`config.mk`:
```
export PLATFORM = sky130hd
export DESIGN_NAME = x_feeder
export DESIGN_NICKNAME = d
export VERILOG_FILES = /design/src/rtl/x_feeder.sv
export SDC_FILE = /design/constraint.sdc
export NUM_CORES = 1
export LEC_CHECK = 0
export ABC_AREA = 1
export CAP_MARGIN = 20
export CORE_ASPECT_RATIO = 0.5
export CORE_UTILIZATION = 61
export CTS_CLUSTER_DIAMETER = 40
export DETAILED_ROUTE_END_ITERATION = 10
export GPL_TIMING_DRIVEN = 0
export PLACE_DENSITY_LB_ADDON = 0.05
export SETUP_SLACK_MARGIN = 0.15
export SLEW_MARGIN = 20
export SYNTH_ARGS = -nofsm -noshare
export SYNTH_HDL_FRONTEND = slang
export SYNTH_SLANG_ARGS = --single-unit
```
`constraint.sdc`:
```
create_clock -name clk -period 5.5 [get_ports clk]
set_input_delay 1.375 -clock clk [delete_from_list [all_inputs] [get_ports clk]]
set_output_delay 1.375 -clock clk [all_outputs]
set_load 0.02 [all_outputs]
```
`src/rtl/x_feeder.sv`:
```
// Host-to-core input stage: buffers host bytes in a small FIFO, pulses start_in once per
// frame, streams exactly FRAME_LEN bytes on X_load/valid_input, then waits for core_finish.
module x_feeder #(
    parameter int DATA_W     = 8,
    parameter int FRAME_LEN  = 8,
    parameter int FIFO_DEPTH = 4,
    parameter int LOAD_DELAY = 2
) (
    input  logic              clk,
    input  logic              rst,
    input  logic              host_valid,
    input  logic [DATA_W-1:0] host_data,
    output logic              host_ready,
    input  logic              frame_go,
    input  logic              core_finish,
    output logic              start_in,
    output logic              valid_input,
    output logic [DATA_W-1:0] X_load,
    output logic              busy,
    output logic [7:0]        frames_done
);

    localparam int AW  = $clog2(FIFO_DEPTH);
    localparam int CW  = AW + 1;
    localparam int BCW = $clog2(FRAME_LEN + 1);
    localparam int DLW = (LOAD_DELAY < 2) ? 1 : $clog2(LOAD_DELAY + 1);

    typedef enum logic [2:0] {
        S_IDLE    = 3'd0,
        S_START   = 3'd1,
        S_WAIT    = 3'd2,
        S_STREAM  = 3'd3,
        S_FINWAIT = 3'd4
    } state_t;

    state_t              state_q, state_d;
    logic [DATA_W-1:0]   mem_q [FIFO_DEPTH];
    logic [DATA_W-1:0]   mem_d [FIFO_DEPTH];
    logic [AW-1:0]       wr_ptr_q, wr_ptr_d, rd_ptr_q, rd_ptr_d;
    logic [CW-1:0]       count_q, count_d;
    logic [BCW-1:0]      byte_cnt_q, byte_cnt_d;
    logic [DLW-1:0]      dly_q, dly_d;
    logic [7:0]          frames_done_q, frames_done_d;
    logic                host_ready_q, host_ready_d;
    logic                start_in_q, start_in_d;
    logic                valid_q, valid_d;
    logic [DATA_W-1:0]   x_load_q, x_load_d;
    logic                busy_q, busy_d;
    logic                push_s, pop_s;

    // FIFO bookkeeping, frame FSM and next values of all registered outputs
    always_comb begin
        push_s        = host_valid && host_ready_q;
        pop_s         = (state_q == S_STREAM) && (count_q != '0);
        mem_d         = mem_q;
        if (push_s) begin
            mem_d[wr_ptr_q] = host_data;
        end else begin
            mem_d = mem_q;
        end
        wr_ptr_d      = push_s ? wr_ptr_q + AW'(1) : wr_ptr_q;
        rd_ptr_d      = pop_s  ? rd_ptr_q + AW'(1) : rd_ptr_q;
        count_d       = count_q + CW'(push_s) - CW'(pop_s);
        // host_ready follows the occupancy only, so a simultaneous pop never frees a slot early
        host_ready_d  = (count_d != CW'(FIFO_DEPTH));

        state_d       = state_q;
        byte_cnt_d    = byte_cnt_q;
        dly_d         = dly_q;
        frames_done_d = frames_done_q;
        case (state_q)
            S_IDLE: begin
                if (frame_go) begin
                    state_d = S_START;
                end else begin
                    state_d = S_IDLE;
                end
            end
            S_START: begin
                dly_d = DLW'(LOAD_DELAY);
                if (LOAD_DELAY == 0) begin
                    state_d = S_STREAM;
                end else begin
                    state_d = S_WAIT;
                end
            end
            S_WAIT: begin
                if (dly_q <= DLW'(1)) begin
                    state_d = S_STREAM;
                end else begin
                    dly_d = dly_q - DLW'(1);
                end
            end
            S_STREAM: begin
                if (pop_s) begin
                    byte_cnt_d = byte_cnt_q + BCW'(1);
                    if (byte_cnt_q == BCW'(FRAME_LEN - 1)) begin
                        state_d = S_FINWAIT;
                    end else begin
                        state_d = S_STREAM;
                    end
                end else begin
                    state_d = S_STREAM;
                end
            end
            S_FINWAIT: begin
                if (core_finish) begin
                    state_d       = S_IDLE;
                    byte_cnt_d    = '0;
                    frames_done_d = frames_done_q + 8'd1;
                end else begin
                    state_d = S_FINWAIT;
                end
            end
            default: begin
                state_d    = S_IDLE;
                byte_cnt_d = '0;
            end
        endcase

        valid_d    = pop_s;
        x_load_d   = pop_s ? mem_q[rd_ptr_q] : x_load_q;
        start_in_d = (state_d == S_START);
        busy_d     = (state_d != S_IDLE);
    end

    // State, FIFO and output registers; reset aborts any frame in progress
    always_ff @(posedge clk or negedge rst) begin
        if (!rst) begin
            state_q       <= S_IDLE;
            for (int i = 0; i < FIFO_DEPTH; i++) begin
                mem_q[i] <= '0;
            end
            wr_ptr_q      <= '0;
            rd_ptr_q      <= '0;
            count_q       <= '0;
            byte_cnt_q    <= '0;
            dly_q         <= '0;
            frames_done_q <= 8'd0;
            host_ready_q  <= 1'b0;
            start_in_q    <= 1'b0;
            valid_q       <= 1'b0;
            x_load_q      <= '0;
            busy_q        <= 1'b0;
        end else begin
            state_q       <= state_d;
            mem_q         <= mem_d;
            wr_ptr_q      <= wr_ptr_d;
            rd_ptr_q      <= rd_ptr_d;
            count_q       <= count_d;
            byte_cnt_q    <= byte_cnt_d;
            dly_q         <= dly_d;
            frames_done_q <= frames_done_d;
            host_ready_q  <= host_ready_d;
            start_in_q    <= start_in_d;
            valid_q       <= valid_d;
            x_load_q      <= x_load_d;
            busy_q        <= busy_d;
        end
    end

    assign host_ready  = host_ready_q;
    assign start_in    = start_in_q;
    assign valid_input = valid_q;
    assign X_load      = x_load_q;
    assign busy        = busy_q;
    assign frames_done = frames_done_q;

endmodule

```
==> metrics.md, run 1 <==
| Metric | Value |
|---|---|
| I/O Pins | 33 |
| Skew-Pair Late Insertion Delay | 330 ps |
| Clock root buffer | clkbuf_8 |
| Detail Route Antenna Nets | 0 |
| Count of pins over their slew limit | 0 |
| WL final | around 7000 µm |
| First-pass GRT wire length | 11400 µm |
| Port Buffers | 32 |
| Syn Area/Cell | 8.39 µm² |
| RSZ-0062 raised after global routing | false |
| Clock sink count | 68 |
| Area grow syn2layout | 18.8% |
| Hold Fails Final Rpt | 0 |
| Clock-pin transition on the worst setup and hold timing paths | 70 ps |
| Crit end category | register |
| Hold WC Path Type | register to register |
| Pleak | between 1.5 and 2 nW |
| Gate Count Post-Synth | 380 |
| Sw Ratio | 0.407 |
| Final Critical Period | 3150 ps |
| FP Rows | 18 |
| Share of layout cells above drive strength 1 | 0.0726 |
| Worst Max-Slew Pin Slew | 522 ps |
| Slowest stage delay, CP | 460 ps |
| Most common cell after layout, fill and taps aside | nand2_1 |
| Via count | about 2.7k |
| Global-route usage over all layers | 0.279 |
| TritonCTS clock tree | built |
| Kind of critical path | input port to register |
| Crit-path max FO | 3 |
| Slowest stage cell, crit path | clkdlybuf4s50_1 |
| CTS Hold Bufs | 0 |
| Post-synth net total | 403 |
| WL/cell | ~14 µm |
| Post-route setup TNS | 0 ps |
| H-tree depth | 3 |
| WP data required | 5710 ps |
| DP HPWL | a little under 5000 µm |
| Initial antenna violation count | 0 |
| Hold Slack | between 400 and 500 ps |
| RePlAce Congestion | just over 0.8 |
| Outcome | completed |
| Ys Warns | 0 |
| Die W | 104 µm |
| Clock share of power | 0.177 |
| Max-cap violations | 0 |
| Full die area | 5540 µm² |
| Max VDD drop | 318 µV |
| Cell area after synthesis | 3190 µm² |
| Post-CTS setup buffers | 0 |
| Height of the die | 53.1 µm |
| Int Pwr | 0.00123 W |
| Part of the cycle the worst path needs | 0.573 |
| Deepest clock path buffer count | 2 |
| Nets | 447 |
| Seq/Total Area, Yosys | 0.534 |
| Largest net degree at the start of global routing | 46 |
| Most frequent cells in the layout | nand2_1, dfrtp_1, inv_1 |
| TritonRoute pass-1 iters | 5 |
| Initial Util | 0.641 |
| CP Data Arrival Time | roughly 3400 ps |
| Clock Skews | between 5 and 6 ps |
| Type of origin of the critical path | input port |
| Vias per cell | between 5 and 6 |
| 1st-iter DRT viols | between 200 and 250 |
| Remaining DRCs | 0 |
| Power share of the sequential group | 0.399 |
| # setup viols final | 0 |
| Vias in the first global route | 2489 |
| Peak Freq | 318 MHz |
| Net Sw Power | about 0.00084 W |
| TritonCTS Buffers | 9 |
| Comb pwr share | 0.424 |
| Post-synthesis sequential element count | 68 |
| Max_slew headroom | 0.652 |
| CP Cell Sequence | clkdlybuf4s50_1 -> nand2_1 -> ha_1 -> inv_1 -> ha_1 -> fa_1 -> xnor2_1 -> xor2_1 -> nand2_1 |
| Diodes inserted | 0 |
| # resized after CTS | 0 |
| Library cells used by synthesis | 23 |
| Gr ovfl total | 0 |
| Core Region | ~5000 µm² |
| Pwr Density | 548 nW/µm² |
## power by group through the flow
| stage | Sequential [W] | Clock (W) | Combinational (W) |
|---|---|---|---|
| after floorplan | 0.000846 | 0 | 0.000564 |
| after global routing | 0.000852 | 0.000393 | 0.000999 |
| after detailed placement | 0.000832 | 0 | 0.000868 |
| after global placement | 0.000818 | 0 | 0.000818 |
| final | 0.000828 | 0.000366 | 0.000880 |
| after CTS | 0.000825 | 0.000372 | 0.000879 |
## kinds of logic (layout without fill, tap and decap cells)
group,Yosys count,count (layout),synth area share
AO/OA/AOI/OAI,59,59,0.0989
buffers and inverters,68,115,0.0836
flip-flops,68,68,0.534
XOR/XNOR,7,7,0.0192
adder cells (fa/ha/maj),10,10,0.0416
AND/OR/NAND/NOR,168,168,0.223
## flip-flops by register name (all words and copies together), names as in the netlist, 2 cells and up
name / flops
state_q: 3
mem_q: 32
rd_ptr_q: 2
dly_q: 2
wr_ptr_q: 2
count_q: 3
byte_cnt_q: 4
X_load: 8
frames_done: 8
## Yosys cell counts
cell      count  share of area
xnor2_1       2         0.0055
fa_1          1         0.0063
nand2_4       1         0.0035
clkbuf_1      2         0.0024
buf_2         8          0.013
a21oi_1      10          0.016
ha_1          9          0.035
o21ai_1       1         0.0016
nor3_1        2         0.0031
nand3_2       1         0.0031
nor2_2        3         0.0059
nand2_1     119           0.14
clkinv_2      1         0.0016
o211ai_1      8          0.019
nand3_1      23          0.036
o21ai_0      40          0.063
nand4_1       4         0.0078
dfrtp_1      68           0.53
inv_1        57          0.067
nand3b_1      3         0.0071
nor2_4        1         0.0035
xor2_1        5          0.014
nor2_1       11          0.013
## layer usage
| metal | wire length (µm) | part of all wire | up-vias | GRT usage |
|---|---|---|---|---|
| met5 | 0 | 0 | - | 0 |
| met3 | 479 | 0.069 | 15 | 0.0739 |
| met2 | 3400 | 0.49 | 105 | 0.486 |
| li1 | - | - | 1285 | - |
| met1 | 3000 | 0.43 | 1277 | 0.348 |
| met4 | 99 | 0.014 | 0 | 0.0905 |
## worst max-delay path: cells and delay by family
kind,cells,cell delay (ps)
XOR/XNOR,2,460
AND/OR/NAND/NOR,2,170
adder cells (fa/ha/maj),3,840
buffers and inverters,2,500
## stage by stage
stage          cells  area, µm²   util  setup slack [ps]  power, W
2_1_floorplan    380       3190      -              2660   0.00141
3_3_place_gp     482       3600  0.723               962   0.00164
3_5_place_dp     483       3610  0.726              2020   0.00170
4_1_cts          497       3790  0.761              2380   0.00208
5_1_grt          497       3790  0.761              2220   0.00224
6_report         497       3790  0.761              2350   0.00208
## final timing paths
| check | start | end | slack (ps) | depth (start not counted) |
|---|---|---|---|---|
| min reg2reg | mem_q[10]$_DFFE_PN0P_ | mem_q[10]$_DFFE_PN0P_ | 490 | 2 |
| max | host_valid | host_ready$_DFF_PN0_ | 2350 | 9 |
| min in group asynchronous | rst | frames_done[7]$_DFFE_PN0P_ | 930 | 1 |
| min | mem_q[10]$_DFFE_PN0P_ | mem_q[10]$_DFFE_PN0P_ | 490 | 2 |
| max in group asynchronous | rst | mem_q[12]$_DFFE_PN0P_ | 4030 | 2 |
| max reg2reg | count_q[1]$_DFF_PN0_ | host_ready$_DFF_PN0_ | 2800 | 11 |
## final cells by class
cell class / count / area [µm²]
Buffer: 10 / 47.5
Clock buffer: 12 / 165
Clock inverter: 2 / 10.0
Fill cell: 373 / 1190
Inverter: 58 / 219
Multi-Input combinational cell: 244 / 1220
Sequential cell: 68 / 1700
Tap cell: 70 / 87.6
Timing Repair Buffer: 33 / 338
No activity file was read; power rests on OpenSTA's default activity.
==> inputs of run 2 (changes only) <==
CORE_UTILIZATION = 51   (was 61)
clock period = 2.66 ns   (was 5.5 ns; I/O delays follow)
==> metrics.md, run 2 (synthesized netlist as in run 1, its figures left out) <==
| Metric | Value |
|---|---|
| Outcome | completed |
| Part of the cycle the worst path needs | 0.881 |
| WP data required | 2870 ps (-2840 ps) |
| Vias in the first global route | 2460 (-1.2%) |
| Skew-Pair Late Insertion Delay | 330 ps (about the same) |
| TritonCTS Buffers | 9 (unchanged) |
| Kind of critical path | input port to register |
| Height of the die | 57.9 µm (+9.0%) |
| Clock Skews | 3.74 ps (-2.25 ps) |
| Final Critical Period | ~2300 ps |
| TritonRoute pass-1 iters | 4 (-1) |
| Global-route usage over all layers | 0.245 (-0.0340) |
| Peak Freq | roughly 430 MHz |
| TritonCTS clock tree | built |
| Worst Max-Slew Pin Slew | 531 ps (+8.84 ps) |
| Clock root buffer | clkbuf_16 |
| CP top delay family | adder cells |
| Tot Pwr | 0.00464 W (+120%) |
| Worst r2r src | count_q[1]$_DFF_PN0_ |
| Max-cap violations | 0 (unchanged) |
| Nets | 448 (+0.22%) |
| # setup viols final | 0 (unchanged) |
| Pwr Density | 1180 nW/µm² (+120%) |
| Most common cell after layout, fill and taps aside | nand2_1 |
| Slowest stage delay, CP | 450 ps (about the same) |
| Type of origin of the critical path | input port |
| Max FFs per register | 32 (unchanged) |
| Port Buffers | 32 (unchanged) |
| Reg2reg end | host_ready$_DFF_PN0_ |
| RSZ-0062 raised after global routing | false |
| DP HPWL | 4750 µm (-2.1%) |
| I/O Pins | 33 (unchanged) |
| Largest net degree at the start of global routing | 38 (-17%) |
| Vias per cell | 5.12 (-5.1%) |
| Clock-pin transition on the worst setup and hold timing paths | 50 ps (-20 ps) |
| Via count | 2631 (-1.9%) |
| Initial antenna violation count | 0 (unchanged) |
| CP Cell Sequence | clkdlybuf4s50_1 -> nand2_1 -> ha_1 -> inv_1 -> ha_1 -> fa_2 -> xnor2_2 -> xor2_1 -> nand2_1 |
| Core Region | 5750 µm² (+16%) |
| FP Rows | 19 (+1) |
| Diodes inserted | 0 (unchanged) |
| Top reg by flops | mem_q |
| Remaining DRCs | 0 (unchanged) |
| Hold WC Path Type | input port to async pin |
| Initial Util | 0.554 (-0.0864) |
| RePlAce Congestion | 0.811 (-0.99%) |
| Hold Fails Final Rpt | 0 (unchanged) |
| Deepest clock path buffer count | 2 (unchanged) |
| CP Buf/Inv Count | 2 (unchanged) |
| First-pass GRT wire length | 11800 µm (+3.0%) |
| Slowest stage cell, crit path | clkdlybuf4s50_1 |
| Fill cell count | 484 (+30%) |
| H-tree depth | 3 (unchanged) |
| Max_slew headroom | 0.646 (-0.00589) |
| CTS Hold Bufs | 0 (unchanged) |
| Final Worst Setup Slack | 317 ps (-2030 ps) |
| Worst reg-to-reg setup slack | 330 ps (-2470 ps) |
| CP Data Arrival Time | 2550 ps (-810 ps) |
| Clock sink count | 68 (unchanged) |
| Worst R2R Path Depth | 11 (unchanged) |
| Pre-CTS setup slack | -104 ps (-2120 ps) |
| Most frequent cells in the layout | nand2_1, dfrtp_1, inv_1 |
| Pleak | 2.02 nW (+2.4%) |
| WL/cell | 13.5 µm (-3.7%) |
| Count of pins over their slew limit | 0 (unchanged) |
| Gr ovfl total | 0 (unchanged) |
| WL final | 6950 µm (-0.37%) |
| Detail Route Antenna Nets | 0 (unchanged) |
| Max VDD drop | 598 µV (+88%) |
| Die W | 114 µm (+9.2%) |
| Crit end category | register |
| Area grow syn2layout | 23.0% |
| Share of layout cells above drive strength 1 | 0.0791 (+0.00647) |
| Full die area | 6590 µm² (+19%) |
| 1st-iter DRT viols | 147 (-28%) |
| Crit-path max FO | 3 (unchanged) |
==> run 2: how the worst max path moves through the flow <==
stage	start	end	slack, ps	cells past startpoint
floorplan	count_q[1]$_DFF_PN0_	host_ready$_DFF_PN0_	430	11
global placement	rst	count_q[2]$_DFF_PN0_	-1240	1
detailed placement	host_valid	host_ready$_DFF_PN0_	-100	9
CTS	count_q[1]$_DFF_PN0_	host_ready$_DFF_PN0_	250	11
global route	count_q[1]$_DFF_PN0_	host_ready$_DFF_PN0_	130	11
finish	host_valid	host_ready$_DFF_PN0_	320	9
==> run 2: area by class of cell <==
cell class | instances | area, µm² | area share
Timing Repair Buffer | 34 | 345 | 0.0880
Inverter | 58 | 223 | 0.0568
Clock buffer | 14 | 254 | 0.0648
Clock inverter | 2 | 10.0 | 0.00255
Multi-Input combinational cell | 244 | 1240 | 0.315
Sequential cell | 68 | 1700 | 0.434
Tap cell | 84 | 105 | 0.0268
Buffer | 10 | 47.5 | 0.0121
==> run 2: layer usage <==
layer	global-route usage	up-vias	part of all wire
met4	0.0928	0	0.013
li1	-	1294	-
met3	0.0785	10	0.062
met2	0.402	62	0.48
met1	0.310	1265	0.45
met5	0	-	0
==> run 2: worst register-to-register path: cells and delay by family (launching register included) <==
kind                     cells  cell delay [ps]
XOR/XNOR                     2              390
adder cells (fa/ha/maj)      3              850
buffers and inverters        2              160
flip-flops                   1              400
AND/OR/NAND/NOR              4              420
==> run 2: stage by stage <==
step / hold slack [ps] / utilization / std cells / setup TNS, ps / area, µm²
finish: 268 / 0.682 / 514 / 0 / 3920
global route: 293 / 0.682 / 514 / 0 / 3920
CTS: 274 / 0.679 / 514 / 0 / 3910
detailed placement: 473 / 0.631 / 497 / -109 / 3630
global placement: 467 / 0.628 / 496 / -83910 / 3610
floorplan: 369 / - / 380 / 0 / 3190
==> run 2: timing repair <==
item	4_1_cts	5_1_grt
gates resized for setup	1	4
pin swaps	1	1
endpoints found under the setup margin	2	1
setup buffers	1	0
cloned	0	0
==> run 2: where the power goes <==
part | switching [W] | internal (W) | total [W]
logic | 0.00113 | 0.000726 | 0.00186
registers | 0.000263 | 0.00146 | 0.00172
clock network | 0.000400 | 0.000653 | 0.00105
total | 0.00180 | 0.00284 | 0.00464
==> inputs of run 3 (changes only) <==
CTS_CLUSTER_SIZE = 24   (was not set)
==> results of run 3 <==
Final layout, timing and power as in run 2 (identical DEF).
